**src/rtl/echo_pkg.sv**
```systemverilog
// Shared definitions for the echo capture receive path: FSM state encoding,
// default timing constants and the per-trigger result record.
// Optional feature macro: ECHO_PEAK_EN adds peak amplitude/position to the result.
package echo_pkg;

  // System clock shared with the pulser trigger generator.
  localparam int unsigned FCLK_HZ = 50000000;

  // Default acquisition timing: 1 us blanking, 400 us listening window.
  localparam int unsigned DEF_BLANK_CYC = 50;
  localparam int unsigned DEF_WIN_CYC   = 20000;

  // Default datapath widths; the result record is laid out with these.
  localparam int unsigned DEF_ADC_W = 8;
  localparam int unsigned DEF_CNT_W = 16;

  // Default depth of the trigger synchronizer.
  localparam int unsigned DEF_SYNC_STAGES = 2;

  // Acquisition sequencer states.
  typedef enum logic [1:0] {
    IDLE   = 2'd0,
    BLANK  = 2'd1,
    WINDOW = 2'd2,
    REPORT = 2'd3
  } echo_state_t;

  // One measurement result, presented once per accepted trigger.
  typedef struct packed {
    logic                 hit;
    logic [DEF_CNT_W-1:0] tof;
`ifdef ECHO_PEAK_EN
    logic [DEF_ADC_W-1:0] peak_amp;
    logic [DEF_CNT_W-1:0] peak_tof;
`endif
  } echo_result_t;

  // Saturating increment for the time-of-flight counter.
  function automatic logic [DEF_CNT_W-1:0] sat_inc(input logic [DEF_CNT_W-1:0] v);
    sat_inc = (v == '1) ? v : v + 1'b1;
  endfunction

endpackage

```
**src/rtl/sync_edge_det.sv**
```systemverilog
// Multi-flop synchronizer for an asynchronous level input followed by a
// single-flop rising-edge detector. The pulse output is high for exactly one
// clk cycle per synchronized 0->1 transition.
module sync_edge_det #(
  parameter int unsigned STAGES = 2
) (
  input  logic clk,
  input  logic rst_n,
  input  logic din,
  output logic pulse
);

  logic [STAGES-1:0] sync_q;
  logic              prev_q;

  // A single flop cannot resolve metastability reliably.
  if (STAGES < 2) begin : g_stages_check
    $error("sync_edge_det: STAGES must be at least 2");
  end

  // Shift the raw input through the synchronizer and keep the previous
  // synchronized level for edge detection.
  always_ff @(posedge clk or negedge rst_n) begin
    if (!rst_n) begin
      sync_q <= '0;
      prev_q <= 1'b0;
    end else begin
      sync_q <= {sync_q[STAGES-2:0], din};
      prev_q <= sync_q[STAGES-1];
    end
  end

  assign pulse = sync_q[STAGES-1] & ~prev_q;

endmodule

```
**src/rtl/echo_capture.sv**
```systemverilog
// Echo capture: arms an acquisition window on each trigger rising edge,
// blanks the transmit bang, then records the cycle count of the first ADC
// sample at or above the latched threshold. One result per trigger is
// offered on a valid/ready interface.
// Optional feature macro: ECHO_PEAK_EN adds peak_amp/peak_tof outputs.
module echo_capture
  import echo_pkg::*;
#(
  parameter int unsigned ADC_W       = DEF_ADC_W,
  parameter int unsigned CNT_W       = DEF_CNT_W,
  parameter int unsigned BLANK_CYC   = DEF_BLANK_CYC,
  parameter int unsigned WIN_CYC     = DEF_WIN_CYC,
  parameter int unsigned SYNC_STAGES = DEF_SYNC_STAGES
) (
  input  logic             clk,
  input  logic             rst_n,
  input  logic             trig_in,
  input  logic [ADC_W-1:0] adc_data,
  input  logic             adc_valid,
  input  logic [ADC_W-1:0] threshold,
  output logic             echo_valid,
  input  logic             echo_ready,
  output logic             hit,
  output logic [CNT_W-1:0] tof,
  output logic             busy,
  output logic             overrun
`ifdef ECHO_PEAK_EN
  ,
  output logic [ADC_W-1:0] peak_amp,
  output logic [CNT_W-1:0] peak_tof
`endif
);

  localparam longint unsigned CNT_MAX  = (64'd1 << CNT_W) - 64'd1;
  localparam longint unsigned WIN_LAST = longint'(BLANK_CYC) + longint'(WIN_CYC) - 64'd1;

  // Counter values at which the sequencer leaves BLANK and WINDOW.
  localparam logic [CNT_W-1:0] BLANK_END = CNT_W'(BLANK_CYC - 1);
  localparam logic [CNT_W-1:0] WIN_END   = CNT_W'(WIN_LAST);

  // Elaboration-time configuration checks.
  if (longint'(BLANK_CYC) + longint'(WIN_CYC) > CNT_MAX) begin : g_range_check
    $error("echo_capture: BLANK_CYC+WIN_CYC exceeds the counter range");
  end
  if (BLANK_CYC < 1 || WIN_CYC < 1) begin : g_nonzero_check
    $error("echo_capture: BLANK_CYC and WIN_CYC must be non-zero");
  end
  if (ADC_W != DEF_ADC_W || CNT_W != DEF_CNT_W) begin : g_width_check
    $error("echo_capture: ADC_W/CNT_W must match the echo_result_t layout");
  end

  echo_state_t      state_q;
  logic [CNT_W-1:0] cnt_q;
  logic [ADC_W-1:0] thr_q;
  echo_result_t     res_q;
  logic             trig_edge;
  logic             crossing;
  logic             accept;

  // Bring the asynchronous trigger into the clk domain and detect its rise.
  sync_edge_det #(
    .STAGES (SYNC_STAGES)
  ) u_trig_sync (
    .clk   (clk),
    .rst_n (rst_n),
    .din   (trig_in),
    .pulse (trig_edge)
  );

  assign crossing = adc_valid && (adc_data >= thr_q);
  assign accept   = (state_q == REPORT) && echo_ready;

  // Acquisition sequencer with its counter, latched threshold and result.
  always_ff @(posedge clk or negedge rst_n) begin
    if (!rst_n) begin
      state_q    <= IDLE;
      cnt_q      <= '0;
      thr_q      <= '0;
      res_q      <= '0;
      echo_valid <= 1'b0;
      busy       <= 1'b0;
    end else begin
      case (state_q)
        IDLE: begin
          if (trig_edge) begin
            state_q <= BLANK;
            busy    <= 1'b1;
            thr_q   <= threshold;
            cnt_q   <= '0;
            res_q   <= '0;
          end
        end

        BLANK: begin
          cnt_q <= sat_inc(cnt_q);
          if (cnt_q == BLANK_END) begin
            state_q <= WINDOW;
          end
        end

        WINDOW: begin
          cnt_q <= sat_inc(cnt_q);
          // Only the first crossing is recorded; the last window cycle still counts.
          if (crossing && !res_q.hit) begin
            res_q.hit <= 1'b1;
            res_q.tof <= cnt_q;
          end
`ifdef ECHO_PEAK_EN
          // Strictly greater keeps the earliest of equal peaks.
          if (adc_valid && (adc_data > res_q.peak_amp)) begin
            res_q.peak_amp <= adc_data;
            res_q.peak_tof <= cnt_q;
          end
`endif
          if (cnt_q == WIN_END) begin
            state_q    <= REPORT;
            echo_valid <= 1'b1;
          end
        end

        REPORT: begin
          if (echo_ready) begin
            state_q    <= IDLE;
            echo_valid <= 1'b0;
            busy       <= 1'b0;
          end
        end

        default: begin
          state_q    <= IDLE;
          echo_valid <= 1'b0;
          busy       <= 1'b0;
        end
      endcase
    end
  end

  // Sticky overrun: set by any trigger edge outside IDLE, cleared on
  // acceptance unless an edge lands in that same cycle.
  always_ff @(posedge clk or negedge rst_n) begin
    if (!rst_n) begin
      overrun <= 1'b0;
    end else if (trig_edge && (state_q != IDLE)) begin
      overrun <= 1'b1;
    end else if (accept) begin
      overrun <= 1'b0;
    end
  end

  assign hit = res_q.hit;
  assign tof = res_q.tof;
`ifdef ECHO_PEAK_EN
  assign peak_amp = res_q.peak_amp;
  assign peak_tof = res_q.peak_tof;
`endif

endmodule

```
**config.mk**
```make
export PLATFORM = sky130hd
export DESIGN_NAME = echo_capture
export DESIGN_NICKNAME = d
export VERILOG_FILES = /design/src/rtl/echo_pkg.sv /design/src/rtl/sync_edge_det.sv /design/src/rtl/echo_capture.sv
export SDC_FILE = /design/constraint.sdc
export NUM_CORES = 1
export LEC_CHECK = 0
export ABC_CLOCK_PERIOD_IN_PS = 3000
export CAP_MARGIN = 20
export CORE_ASPECT_RATIO = 0.6
export CORE_MARGIN = 2
export CORE_UTILIZATION = 45
export CTS_BUF_LIST = sky130_fd_sc_hd__clkbuf_16
export DETAILED_ROUTE_END_ITERATION = 7
export HOLD_SLACK_MARGIN = 0.12
export PLACE_DENSITY = 0.78
export SLEW_MARGIN = 0
export SYNTH_ARGS = -nofsm -noshare
export SYNTH_HDL_FRONTEND = slang
export SYNTH_SLANG_ARGS = --single-unit
```
**constraint.sdc**
```tcl
create_clock -name clk -period 3 [get_ports clk]
set_input_delay 0.45 -clock clk [delete_from_list [all_inputs] [get_ports clk]]
set_output_delay 0.45 -clock clk [all_outputs]
set_load 0.01 [all_outputs]
```
==> flow_summary_export.csv <==
group,metric,value,unit
power_and_ir_drop,finalPower,2.490,mW
clock_network,cts_setup_buffers,0,
clock_network,clock_latency,0.28,ns
logic_synthesis,yosysSeqAreaShare,46.40,%
routing,wl_per_cell,14.16,um
floorplanning,start_util,47.00,%
sta,drv_slew,0,
floorplanning,die_y,63.36,um
worst_hold_path,hold-path-cell-count,0,
logic_synthesis,synth-main-ff-cell,"dfrtp_1",
floorplanning,core,5623,sq um
grt,grt_max_degree,50,
worst_setup_path,reg2reg_to,"cnt_q[9]$_DFFE_PN0P_",
routing,route.met2.wl,2290,um
routing,highest_layer,"met4",
logic_synthesis,syn_nets,305,
power_and_ir_drop,leakagePower,1.508,nW
grt,grt_pass1_wl,9756,um
worst_setup_path,critPathCaptureType,"register",
worst_hold_path,hp-class,"register to register",
floorplanning,ios,41,
logic_synthesis,synth.distinct_cells,47,
sta,holdWs,0.3646,ns
sta,setup-violations-final,0,
clock_network,cts_tree,"done",
floorplanning,die_area,6522,sq um
placement,port_buffers,40,
logic_synthesis,synth_edf_count,0,
sta,finalCritPeriodShare,81.57,%
clock_network,cts_buffers,5,
cells_and_area,drive_above_1_share,6.390,%
routing,dr.pass1.iters,4,
cells_and_area,insertedDiodeCount,0,
run_status,outcome,"complete, no violations",
routing,routed_via_density,5.191,
placement,dpl.hpwl,4197,um
logic_synthesis,postSynthAreaPerCell,9.787,sq um
logic_synthesis,synth.largest_area_cell,"dfrtp_1",
routing,wl_met1,2853,um
routing,post-route-drc-count,0,
clock_network,ctsResizeCount,0,
sta,fin_crit,2.447,ns
grt,grt_pass1_vias,2014,
logic_synthesis,postSynth.asyncResetShare,100.0,%
worst_setup_path,worstSetupPathType,"register to register",
routing,antenna_left,0,
worst_setup_path,required,3.17,ns
worst_setup_path,cp-start-kind,"register",
logic_synthesis,ys_ff_latch,49,
clock_network,cts_root_buf,"clkbuf_16",
sta,hold_violations,0,
cells_and_area,nNetsFinal,347,
grt,grt_overflow,0,
logic_synthesis,synth.area.top_cells,"dfrtp_1 (46%), ha_1 (6.6%), nand2_1 (6.1%)",
sta,tightest_slew,0.7206,ns
power_and_ir_drop,powerDensity,759.8,nW/um^2
logic_synthesis,synth.top_cell.area_share,46.40,%
sta,fin_worst_skew,0.005700,ns
routing,vias,2040,
logic_synthesis,syn_area,2643,sq um
logic_synthesis,yosys_warnings,0,
routing,wl_met3,393,um
routing,wirelength,5565,um
sta,slew_headroom,51.96,%
worst_setup_path,worst-r2r-setup-slack,0.55,ns
grt,grt_usage,19.20,%
logic_synthesis,synthCells,270,
clock_network,clkTransAtPathRegs,0.06,ns
routing,first_iter_violations,185,
grt,antenna_found_initial,0,
sta,max_freq,0.4086,GHz
worst_setup_path,arrival,2.62,ns
worst_setup_path,cp_max_fo,12,
clock_network,clockBufferDepth,2,
clock_network,cts-htree-levels,2,
clock_network,clock-sinks,49,
floorplanning,die_x,102.9,um
cells_and_area,syn2layout_area_growth,24.01,%
placement,gp_congestion,0.8464,
worst_setup_path,reg2reg_from,"state_q[0]$_DFFE_PN0P_",
floorplanning,rows,21,
worst_setup_path,reg2regPathDepth,7,
power_and_ir_drop,ir_worst_vdd,328.5,uV
flow_run,drv_cap,0,
sta,rsz0062_at_grt,"no",
worst_hold_path,whs_endpoint,"u_trig_sync.sync_q[1]$_DFF_PN0_",
sta,setup-tns-final,0,ns
worst_hold_path,min_from,"u_trig_sync.sync_q[0]$_DFF_PN0_",
cells by family (layout without fill, tap and decap cells):
logic type	Yosys count	in the layout	synth area share, %
AO/OA/AOI/OAI	45	45	11.74
AND/OR/NAND/NOR	103	103	20.50
flip-flops	49	49	46.40
XOR/XNOR	5	5	1.657
adder cells (fa/ha/maj)	14	14	6.629
multiplexers	17	17	6.487
buffers and inverters	37	80	6.582
worst max-delay path: stages (launching register included):
cell,delay [ns]
dfrtp_1,0.40
inv_1,0.08
ha_1,0.54
nor2b_1,0.25
nor2_2,0.12
a2111oi_4,0.58
a211oi_1,0.16
a31o_1,0.21
cell usage in the layout (no fill, tap or decap), types with 2 or more instances in the layout:
master / Yosys / routed
a211oi_1: 2 / 2
nor4_1: 3 / 3
a21oi_1: 8 / 8
buf_4: 1 / 2
ha_1: 14 / 14
o21ai_0: 19 / 19
nand3b_1: 2 / 2
clkbuf_16: 0 / 5
nand3_1: 11 / 11
o2bb2ai_1: 2 / 2
nor3_1: 7 / 7
nand2_1: 43 / 43
nand4_1: 4 / 4
and2_1: 2 / 2
inv_1: 28 / 29
clkdlybuf4s50_1: 0 / 39
dfrtp_1: 49 / 49
xnor2_1: 5 / 5
nand2b_1: 3 / 3
mux2i_1: 16 / 16
nor4b_1: 2 / 2
nor2_1: 11 / 11
a21o_1: 3 / 3
and3_1: 3 / 3
a22o_1: 3 / 3
final cells by class:
cell class,instances,area [sq um]
fill,525,2346
clock inverter,3,37.54
tap,80,100.1
sequential,49,1226
inverter,28,105.1
multi-input combinational,184,1242
clock buffer,5,125.1
timing repair buffer,44,440.4
timing repair:
action / in CTS / in global routing
endpoints found under the setup margin: 0 / 0
hold buffers: 0 / 1
hold endpoints to repair: 0 / 14
report_power, final:
part	total [mW]	internal [mW]	leakage, nW	switching, mW
combinational	0.930	0.420	0.782	0.510
sequential	0.940	0.823	0.644	0.118
clock	0.619	0.387	0.0826	0.232
total	2.49	1.63	1.51	0.859
worst max-delay path by stage:
stage | from | end | cells past startpoint
6_report | state_q[0]$_DFFE_PN0P_ | cnt_q[9]$_DFFE_PN0P_ | 7
3_5_place_dp | adc_data[0] | tof[10]$_DFFE_PN0P_ | 8
2_1_floorplan | adc_data[0] | tof[10]$_DFFE_PN0P_ | 9
4_1_cts | state_q[1]$_DFFE_PN0P_ | cnt_q[9]$_DFFE_PN0P_ | 7
5_1_grt | state_q[0]$_DFFE_PN0P_ | cnt_q[9]$_DFFE_PN0P_ | 7
3_3_place_gp | adc_data[0] | tof[15]$_DFFE_PN0P_ | 8
synth_stat cells, types with 5 or more instances:
cell type / number
dfrtp_1: 49
a21oi_1: 8
nor3_1: 7
nand2_1: 43
inv_1: 28
nand3_1: 11
ha_1: 14
nor2_1: 11
o21ai_0: 19
mux2i_1: 16
xnor2_1: 5
clkbuf_1: 5
flip-flops by register name, indices dropped and copies added (netlist names):
| signal | count |
|---|---|
| busy | 1 |
| overrun | 1 |
| thr_q | 8 |
| state_q | 2 |
| hit | 1 |
| tof | 16 |
| u_trig_sync.sync_q | 2 |
| echo_valid | 1 |
| cnt_q | 16 |
| u_trig_sync.prev_q | 1 |
routing by layer:
layer / vias to the layer above / track usage [%]
li1: 1010 / -
met1: 967 / 30.86
met2: 58 / 26.79
met3: 5 / 4.107
met4: 0 / 2.961
met5: - / 0
metrics by stage:
| step | setup WS (ns) | std cells | cell area (sq um) | utilization (%) |
|---|---|---|---|---|
| 3_5_place_dp | 0.3565 | 383 | 3084 | 54.85 |
| 3_3_place_gp | 0.4460 | 383 | 3084 | 54.85 |
| 6_report | 0.5528 | 393 | 3277 | 58.28 |
| 5_1_grt | 0.3288 | 393 | 3277 | 58.28 |
| 4_1_cts | 0.5701 | 391 | 3247 | 57.74 |
| 2_1_floorplan | 0.9416 | 270 | 2643 | - |
(Power assumes the default switching activity.)
